**src/rtl/markov_predictor_n.sv**
```systemverilog
// Order-N Markov move predictor for the rock-paper-scissors engine.
// Learns user transitions per context row and plays the move that beats the likeliest one.
module markov_predictor_n #(
  parameter int HIST    = 1,
  parameter int CNT_W   = 8,
  parameter int SCORE_W = 8
) (
  input  logic               clock,
  input  logic               reset,
  input  logic               clear,
  input  logic               move_valid,
  input  logic [1:0]         move_user,
  output logic               ready,
  output logic [1:0]         choice,
  output logic               choice_valid,
  output logic               err,
  output logic [SCORE_W-1:0] comp_wins,
  output logic [SCORE_W-1:0] user_wins,
  output logic [SCORE_W-1:0] draws
);

  localparam int ROWS = 4 ** HIST;
  localparam int CW   = 2 * HIST;
  localparam int HW   = $clog2(HIST + 1);

  typedef enum logic [1:0] {
    S_CLEAR,
    S_IDLE,
    S_UPDATE,
    S_PREDICT
  } state_t;

  state_t             r_state;
  state_t             w_next;
  logic [CW-1:0]      r_crow;
  logic [CW-1:0]      r_ctx;
  logic [HW-1:0]      r_hcnt;
  logic [1:0]         r_rnd;
  logic [1:0]         r_mv;
  logic [1:0]         r_choice;
  logic               r_cv;
  logic               r_err;
  logic [SCORE_W-1:0] r_cwin;
  logic [SCORE_W-1:0] r_uwin;
  logic [SCORE_W-1:0] r_draw;

  logic [CNT_W-1:0]   r_tab [ROWS][3];
  logic [CNT_W-1:0]   w_row [3];
  logic [CNT_W-1:0]   w_new [3];
  logic [CNT_W-1:0]   w_max;
  logic [2:0]         w_m;
  logic [1:0]         w_pred;
  logic               w_sat;
  logic               w_kill;
  logic               w_acc;
  logic               w_bad;
  logic               w_full;
  logic [CW-1:0]      w_ctx_n;

  function automatic logic [1:0] f_beat(input logic [1:0] m);
    case (m)
      2'b00:   f_beat = 2'b10;
      2'b01:   f_beat = 2'b00;
      default: f_beat = 2'b01;
    endcase
  endfunction

  assign w_kill  = reset | clear;
  assign w_acc   = (r_state == S_IDLE) & move_valid
                 & (move_user != 2'b11);
  assign w_bad   = (r_state == S_IDLE) & move_valid
                 & (move_user == 2'b11);
  assign w_full  = (r_hcnt == HW'(HIST));
  assign w_ctx_n = CW'({r_ctx, r_mv});

  always_comb begin
    w_next = r_state;
    unique case (r_state)
      S_CLEAR:   if (r_crow == CW'(ROWS - 1)) w_next = S_IDLE;
      S_IDLE:    if (w_acc) w_next = S_UPDATE;
      S_UPDATE:  w_next = S_PREDICT;
      S_PREDICT: w_next = S_IDLE;
    endcase
  end

  // One read port serves both the RMW in UPDATE and the lookup in PREDICT
  always_comb begin
    w_sat = 1'b0;
    for (int k = 0; k < 3; k++) begin
      w_row[k] = r_tab[r_ctx][k];
      if (r_mv == 2'(k) && w_row[k] == '1) w_sat = 1'b1;
    end
    for (int k = 0; k < 3; k++) begin
      w_new[k] = w_sat ? (w_row[k] >> 1) : w_row[k];
      if (r_mv == 2'(k)) w_new[k] = w_new[k] + CNT_W'(1);
    end
  end

  always_comb begin
    w_max = w_row[0];
    if (w_row[1] > w_max) w_max = w_row[1];
    if (w_row[2] > w_max) w_max = w_row[2];
    w_m = {w_row[2] == w_max, w_row[1] == w_max,
           w_row[0] == w_max};
    case (w_m)
      3'b001:  w_pred = 2'd0;
      3'b010:  w_pred = 2'd1;
      3'b100:  w_pred = 2'd2;
      3'b011:  w_pred = r_rnd[0] ? 2'd1 : 2'd0;
      3'b101:  w_pred = r_rnd[0] ? 2'd2 : 2'd0;
      3'b110:  w_pred = r_rnd[0] ? 2'd2 : 2'd1;
      default: w_pred = r_rnd;
    endcase
  end

  always_ff @(posedge clock) begin
    if (w_kill) begin
      r_state  <= S_CLEAR;
      r_crow   <= '0;
      r_ctx    <= '0;
      r_hcnt   <= '0;
      r_rnd    <= '0;
      r_mv     <= '0;
      r_choice <= '0;
      r_cv     <= 1'b0;
      r_err    <= 1'b0;
      r_cwin   <= '0;
      r_uwin   <= '0;
      r_draw   <= '0;
    end else begin
      r_state <= w_next;
      r_rnd   <= (r_rnd == 2'd2) ? 2'd0 : r_rnd + 2'd1;
      r_err   <= w_bad;
      if (r_state == S_CLEAR) r_crow <= r_crow + 1'b1;
      if (w_acc) r_mv <= move_user;
      if (r_state == S_UPDATE) begin
        if (r_choice == r_mv)
          r_draw <= r_draw + 1'b1;
        else if (f_beat(r_mv) == r_choice)
          r_cwin <= r_cwin + 1'b1;
        else
          r_uwin <= r_uwin + 1'b1;
        r_ctx <= w_ctx_n;
        if (!w_full) r_hcnt <= r_hcnt + 1'b1;
      end
      if (r_state == S_PREDICT) begin
        r_choice <= w_full ? f_beat(w_pred) : r_rnd;
        r_cv     <= w_full;
      end
    end
  end

  // Table has no reset of its own; CLEAR walks every row instead
  always_ff @(posedge clock) begin
    if (r_state == S_CLEAR) begin
      for (int k = 0; k < 3; k++) r_tab[r_crow][k] <= '0;
    end else if (!w_kill && r_state == S_UPDATE && w_full) begin
      for (int k = 0; k < 3; k++) r_tab[r_ctx][k] <= w_new[k];
    end
  end

  assign ready        = (r_state == S_IDLE);
  assign choice       = r_choice;
  assign choice_valid = r_cv;
  assign err          = r_err;
  assign comp_wins    = r_cwin;
  assign user_wins    = r_uwin;
  assign draws        = r_draw;

endmodule

```
**config.mk**
```make
export PLATFORM = sky130hd
export DESIGN_NAME = markov_predictor_n
export DESIGN_NICKNAME = d
export VERILOG_FILES = /design/src/rtl/markov_predictor_n.sv
export SDC_FILE = /design/constraint.sdc
export NUM_CORES = 1
export LEC_CHECK = 0
export ABC_AREA = 1
export BUFFER_PORTS_ARGS = -buffer_cell sky130_fd_sc_hd__buf_2
export CAP_MARGIN = 20
export CELL_PAD_IN_SITES_DETAIL_PLACEMENT = 2
export CELL_PAD_IN_SITES_GLOBAL_PLACEMENT = 2
export CORE_MARGIN = 1
export CORE_UTILIZATION = 34
export CTS_CLUSTER_DIAMETER = 60
export CTS_CLUSTER_SIZE = 16
export DETAILED_ROUTE_END_ITERATION = 10
export PLACE_DENSITY = 0.86
export SETUP_SLACK_MARGIN = 0.3
export SLEW_MARGIN = 10
export SYNTH_ARGS = -nofsm -noshare
export SYNTH_HDL_FRONTEND = slang
export SYNTH_SLANG_ARGS = --single-unit
export TNS_END_PERCENT = 30
```
**constraint.sdc**
```tcl
create_clock -name clock -period 4.4 [get_ports clock]
set_input_delay 0.88 -clock clock [delete_from_list [all_inputs] [get_ports clock]]
set_output_delay 0.88 -clock clock [all_outputs]
set_load 0.02 [all_outputs]
```
==> Yosys cells after proc, flatten, opt, wreduce, memory -nomap -nowiden <==
Memories as Yosys holds them, arrays and structs flattened. A register that Yosys moved wholly into a read port is not among the register bits.
Index checks and enable logic that the tools add are counted.
{ "word_totals": {"ff_bits": 39, "ram_bits": 96, "wordCells": 106, "n_memories": 1} }
{ "memory_table": {"columns": ["memory", "words", "width", "rd", "rd_ports_with_merged_regs", "wr", "line_no", "rtl"], "rows": [
  ["r_tab", 4, 24, 1, 1, 1, "47", "logic [CNT_W-1:0] r_tab [ROWS][3];"]
]} }
{ "op_classes": {"n_addsub": 9, "n_lt_le_gt_ge": 2, "eq_ne": 26, "muxes": 35, "bitwise": 6, "reduce_logical": 15} }
{ "op_table": {"columns": ["operator", "count"], "rows": [
  ["$mux W8", 8],
  ["$add A8 B1 Y8 const B", 6],
  ["$eq A8 B8 Y1", 3],
  ["$eq A8 B8 Y1 const B", 3],
  ["$mux W24", 1],
  ["$reduce_or A24 Y1", 1],
  ["$mux W2", 11],
  ["$gt A8 B8 Y1", 2],
  ["$eq A2 B2 Y1 const B", 6],
  ["$pmux W2 S6", 1],
  ["$mux W1", 11],
  ["$eq A3 B3 Y1 const B", 3],
  ["$pmux W2 S2", 2],
  ["$pmux W2 S4", 1],
  ["$eq A2 B1 Y1 const B", 3],
  ["$eq A3 B2 Y1 const B", 2],
  ["$logic_not A2 Y1", 3],
  ["$reduce_and A3 Y1", 2],
  ["$logic_and A1 B1 Y1", 5],
  ["$add A2 B1 Y2 const B", 2],
  ["$eq A2 B2 Y1", 2],
  ["$ne A2 B2 Y1 const B", 2],
  ["$reduce_and A2 Y1", 2],
  ["$and A1 B1 Y1", 3],
  ["other kinds (7)", 8]
]} }

==> Logic depth before layout (Yosys ltp) <==
{ "logic_depth": {"ltp_word": 10, "depth_mapped": 42, "mapped_depth_nobuf": 38} }

==> Least setup slack after synthesis <==
No wires, ideal clock.
{ "synth_timing": {"kind": "reg-to-reg", "startpoint": "reg (tool-made name)", "endpoint": "reg r_choice[1] (netlist: choice[1])", "arrival_time_ps": 4068, "required_time_ps": 4283, "slack_ps": 215, "path_stages_with_launch": 40, "n_path_buf": 4, "cell_sequence": "dfxtp_1 > inv_2 > buf_6 > buf_4 > nand2_1 > nand3_1 > and2_1 > inv_1 > ha_1 > nand2_1 > nor2_1 > nand2_1 > nand2_1 > nand2_1 > buf_2 > nand2_1 > nand2_1 > ha_1 > [... 4 more ...] > nand2_1 > nand2_1 > nand2_1 > inv_1 > clkbuf_1 > nand2_1 > nand3_1 > nand2_1 > inv_1 > nand2_1 > nor2_1 > nand2_1 > nor2_1 > nand3_1 > nand2_1 > nor2_1 > nor2_1 > nor2_1"} }
{ "synth_lines": {"columns": ["item", "line_no", "rtl"], "rows": [
  ["to (signal assigned)", "147", "r_choice <= w_full ? f_beat(w_pred) : r_rnd;"],
  ["to (decl)", "40", "logic [1:0] r_choice;"]
]} }

==> results.md <==
- Outcome: finished, violations left
- Failing checks: setup timing
- DP Worst Slack: -0.291 ns
- Fraction of layout cells with a size suffix above 1: 0.338
- CP max-delay cell: dfxtp_4
- Clock sink count: 137
- GRT Overall Usage: 0.322
- Hold Vio Cnt, Final: 0
- Worst min path class: reg2reg
- TritonCTS buffer count: 17
- Final setup viols: 2
- Slew of the pin with the lowest slew margin: 0.764 ns
- Height of the chip: between 150 and 200 microns
- Area Growth Syn to Fin: 38.6%
- Synth Cell Area: 7620 sq um
- Crit-path max cell delay: 0.41 ns
- Fill count: 2,346
- Multi-input gate area in the final layout: 4240 sq um
- Core box area: between 20,000 and 25,000 sq um
- Final period util: 1.11
- FF+latch area: 3710 sq um
- Clk Latency, worst-skew pair: 0.46 ns
- Clk_skew: 0.0309 ns
- Root Buffer: clkbuf_16
- Power Density: 497 nW/um^2
- Starting DRC count in detailed routing: 498
- HPWL Detailed: 20,600 microns
- First-pass GRT wire length: 53,500 microns
- CTS tree: yes
- Ys Warns: 0
- Peak supply drop: 0.231 mV
- Clock Tree Buf Depth: 2
- Avg Inst Size Synth: 8.01 sq um
- Yosys reg bits: 137
- Cell mode on critical path: nor2_1
- Commonest non-fill, non-tap cell in the layout: nand2_1
- Synth cell types: 37
- Routed len/inst: slightly below 30 microns
- Horiz. Die Dim: 152 microns
- Critical Path RT: 4.72 ns
- GPL Wtd Cong: 0.842
- Drt pass-1 iters: 5
- Site Rows: 54
- H-tree Lvls: 4
- Crit path DAT: 5.20 ns
- Drt total wl: approximately 40,000 microns
- Setup TNS: -0.962 ns
- Tmin final: 4.88 ns
- Max Fclk: 0.205 GHz
- Worst Path Max Fanout: 6
- Critical Setup Path Class: reg2reg
- Synth Net Count: 986
- NumNets Final: 1,122
- Slew margin rel.: 0.491
- Final Slew Violations: 0
- Number of synthesized flops with an enable pin: 96
- Post-synthesis sequential area ratio: 0.486
- Post-route DRC: 0
- Top FF cell, synth: edfxtp_1
- Largest net degree at the start of global routing: 30
- Clock transition at the registers of the reported paths: 0.07 ns
- Vias in the first global route: between 8,000 and 9,000
- Pleak: 4.38 nW
- Unrepaired setup endpoints after global routing: yes
- Via density: 5.91
- Most frequent cells in the layout: 191 x nand2_1, 96 x edfxtp_1, 93 x inv_1, 85 x buf_4, 84 x nand3_1
- Final ANT Viol Nets: 0
- Final Worst Setup Slack: -0.483 ns
- Initial core utilization: 0.348
- Via count: just over 8,000
- Worst setup EP type: register
- # port buffers: 34
- Cts hold-fix bufs: 0
- Ports: 35
- Startpoint types: register
- Synth async-reset ratio: 0
- Placement Cell Area: 8520 sq um
- Final hold slack: 0.487 ns
- Post-Synthesis Cells: ~950
- Final Instance Area: ~11,000 sq um
- Antenna violations before repair: 1
- Antenna diodes: 0
- Total grt overflow: 0
- Max Cap Viol: 0
- Total die area: around 23,000 sq um
==> cell families (layout without fill, tap and decap cells) <==
| family | after synthesis | after routing | share of synthesized area |
|---|---|---|---|
| AND/OR/NAND/NOR | 512 | 512 | 0.288 |
| buffers and inverters | 138 | 287 | 0.0780 |
| flip-flops | 137 | 137 | 0.486 |
| AO/OA/AOI/OAI | 133 | 133 | 0.0982 |
| adder cells (fa/ha/maj) | 29 | 29 | 0.0476 |
| XOR/XNOR | 2 | 2 | 0.00230 |
==> registers in the layout (all words and copies together), names as in the netlist, named ones only <==
register,flops
err,1
user_wins,8
draws,8
r_rnd,2
choice,2
r_ctx,2
r_hcnt,1
r_state,2
choice_valid,1
r_tab,96
r_mv,2
r_crow,2
comp_wins,8
==> per-stage QoR <==
stage	total power, mW	utilization	std cells
after CTS	4.60	0.451	1365
after global routing	5.38	0.483	1380
after floorplan	2.16	-	951
final	5.25	0.483	1380
after global placement	2.64	0.389	1303
after detailed placement	2.72	0.389	1303
==> path summary, 6_finish.rpt <==
kind	from	end	slack [ns]	cells past startpoint
setup reg to reg	register	choice[1]$_SDFFE_PP0N_	-0.48	33
hold / removal	user_wins[4]$_SDFFE_PP0P_	user_wins[4]$_SDFFE_PP0P_	0.49	2
hold reg to reg	user_wins[4]$_SDFFE_PP0P_	user_wins[4]$_SDFFE_PP0P_	0.49	2
setup / recovery	register	choice[1]$_SDFFE_PP0N_	-0.48	33
==> area by class of cell <==
cell class              count  share of cell area
inverters                 106              0.0397
multi-input cells         676               0.401
flip-flops and latches    137               0.351
repair buffers            149               0.123
clock buffers              18              0.0406
clock inverters            14              0.0118
well taps                 280              0.0332
==> where the power goes <==
part           switching [mW]  internal, mW
combinational            1.42         0.933
sequential             0.0275          1.43
clock                   0.659         0.781
==> synthesized netlist by cell type (all sizes together), types with 5 or more instances <==
cell type  number  area, sq um
nor2           86          330
inv           106          398
ha             29          363
nand2         263         1000
dfxtp          41          821
o21ai          60          323
a21oi          56          280
nor3           18          100
edfxtp         96         2880
o211ai          8         60.1
clkbuf         11         41.3
buf            21          155
nand4           8         50.1
and3            5         31.3
nand3         123          616
==> what timing repair did <==
action                                  4_1_cts  5_1_grt
resized for setup                           135      125
buffers inserted                             26       13
endpoints found under the setup margin       10       70
cloned                                        4        2
pin swaps                                    50       38
hold endpoints to repair                      0        0
==> per-layer routing <==
layer  GRT usage  routed length, microns
met5           0                       0
met2       0.599                   20600
met3      0.0500                    2000
met4       0.182                    2760
met1       0.344                   14800
==> critical path, delay by kind of cell, from the launching register on <==
| family | cells | cell delay [ns] |
|---|---|---|
| AOI/OAI and AO/OA | 3 | 0.48 |
| DFF | 1 | 0.41 |
| and+or+nand+nor | 22 | 2.53 |
| adders and majority gates | 2 | 0.55 |
| buffers and inverters | 6 | 0.78 |
(Power assumes the default switching activity.)
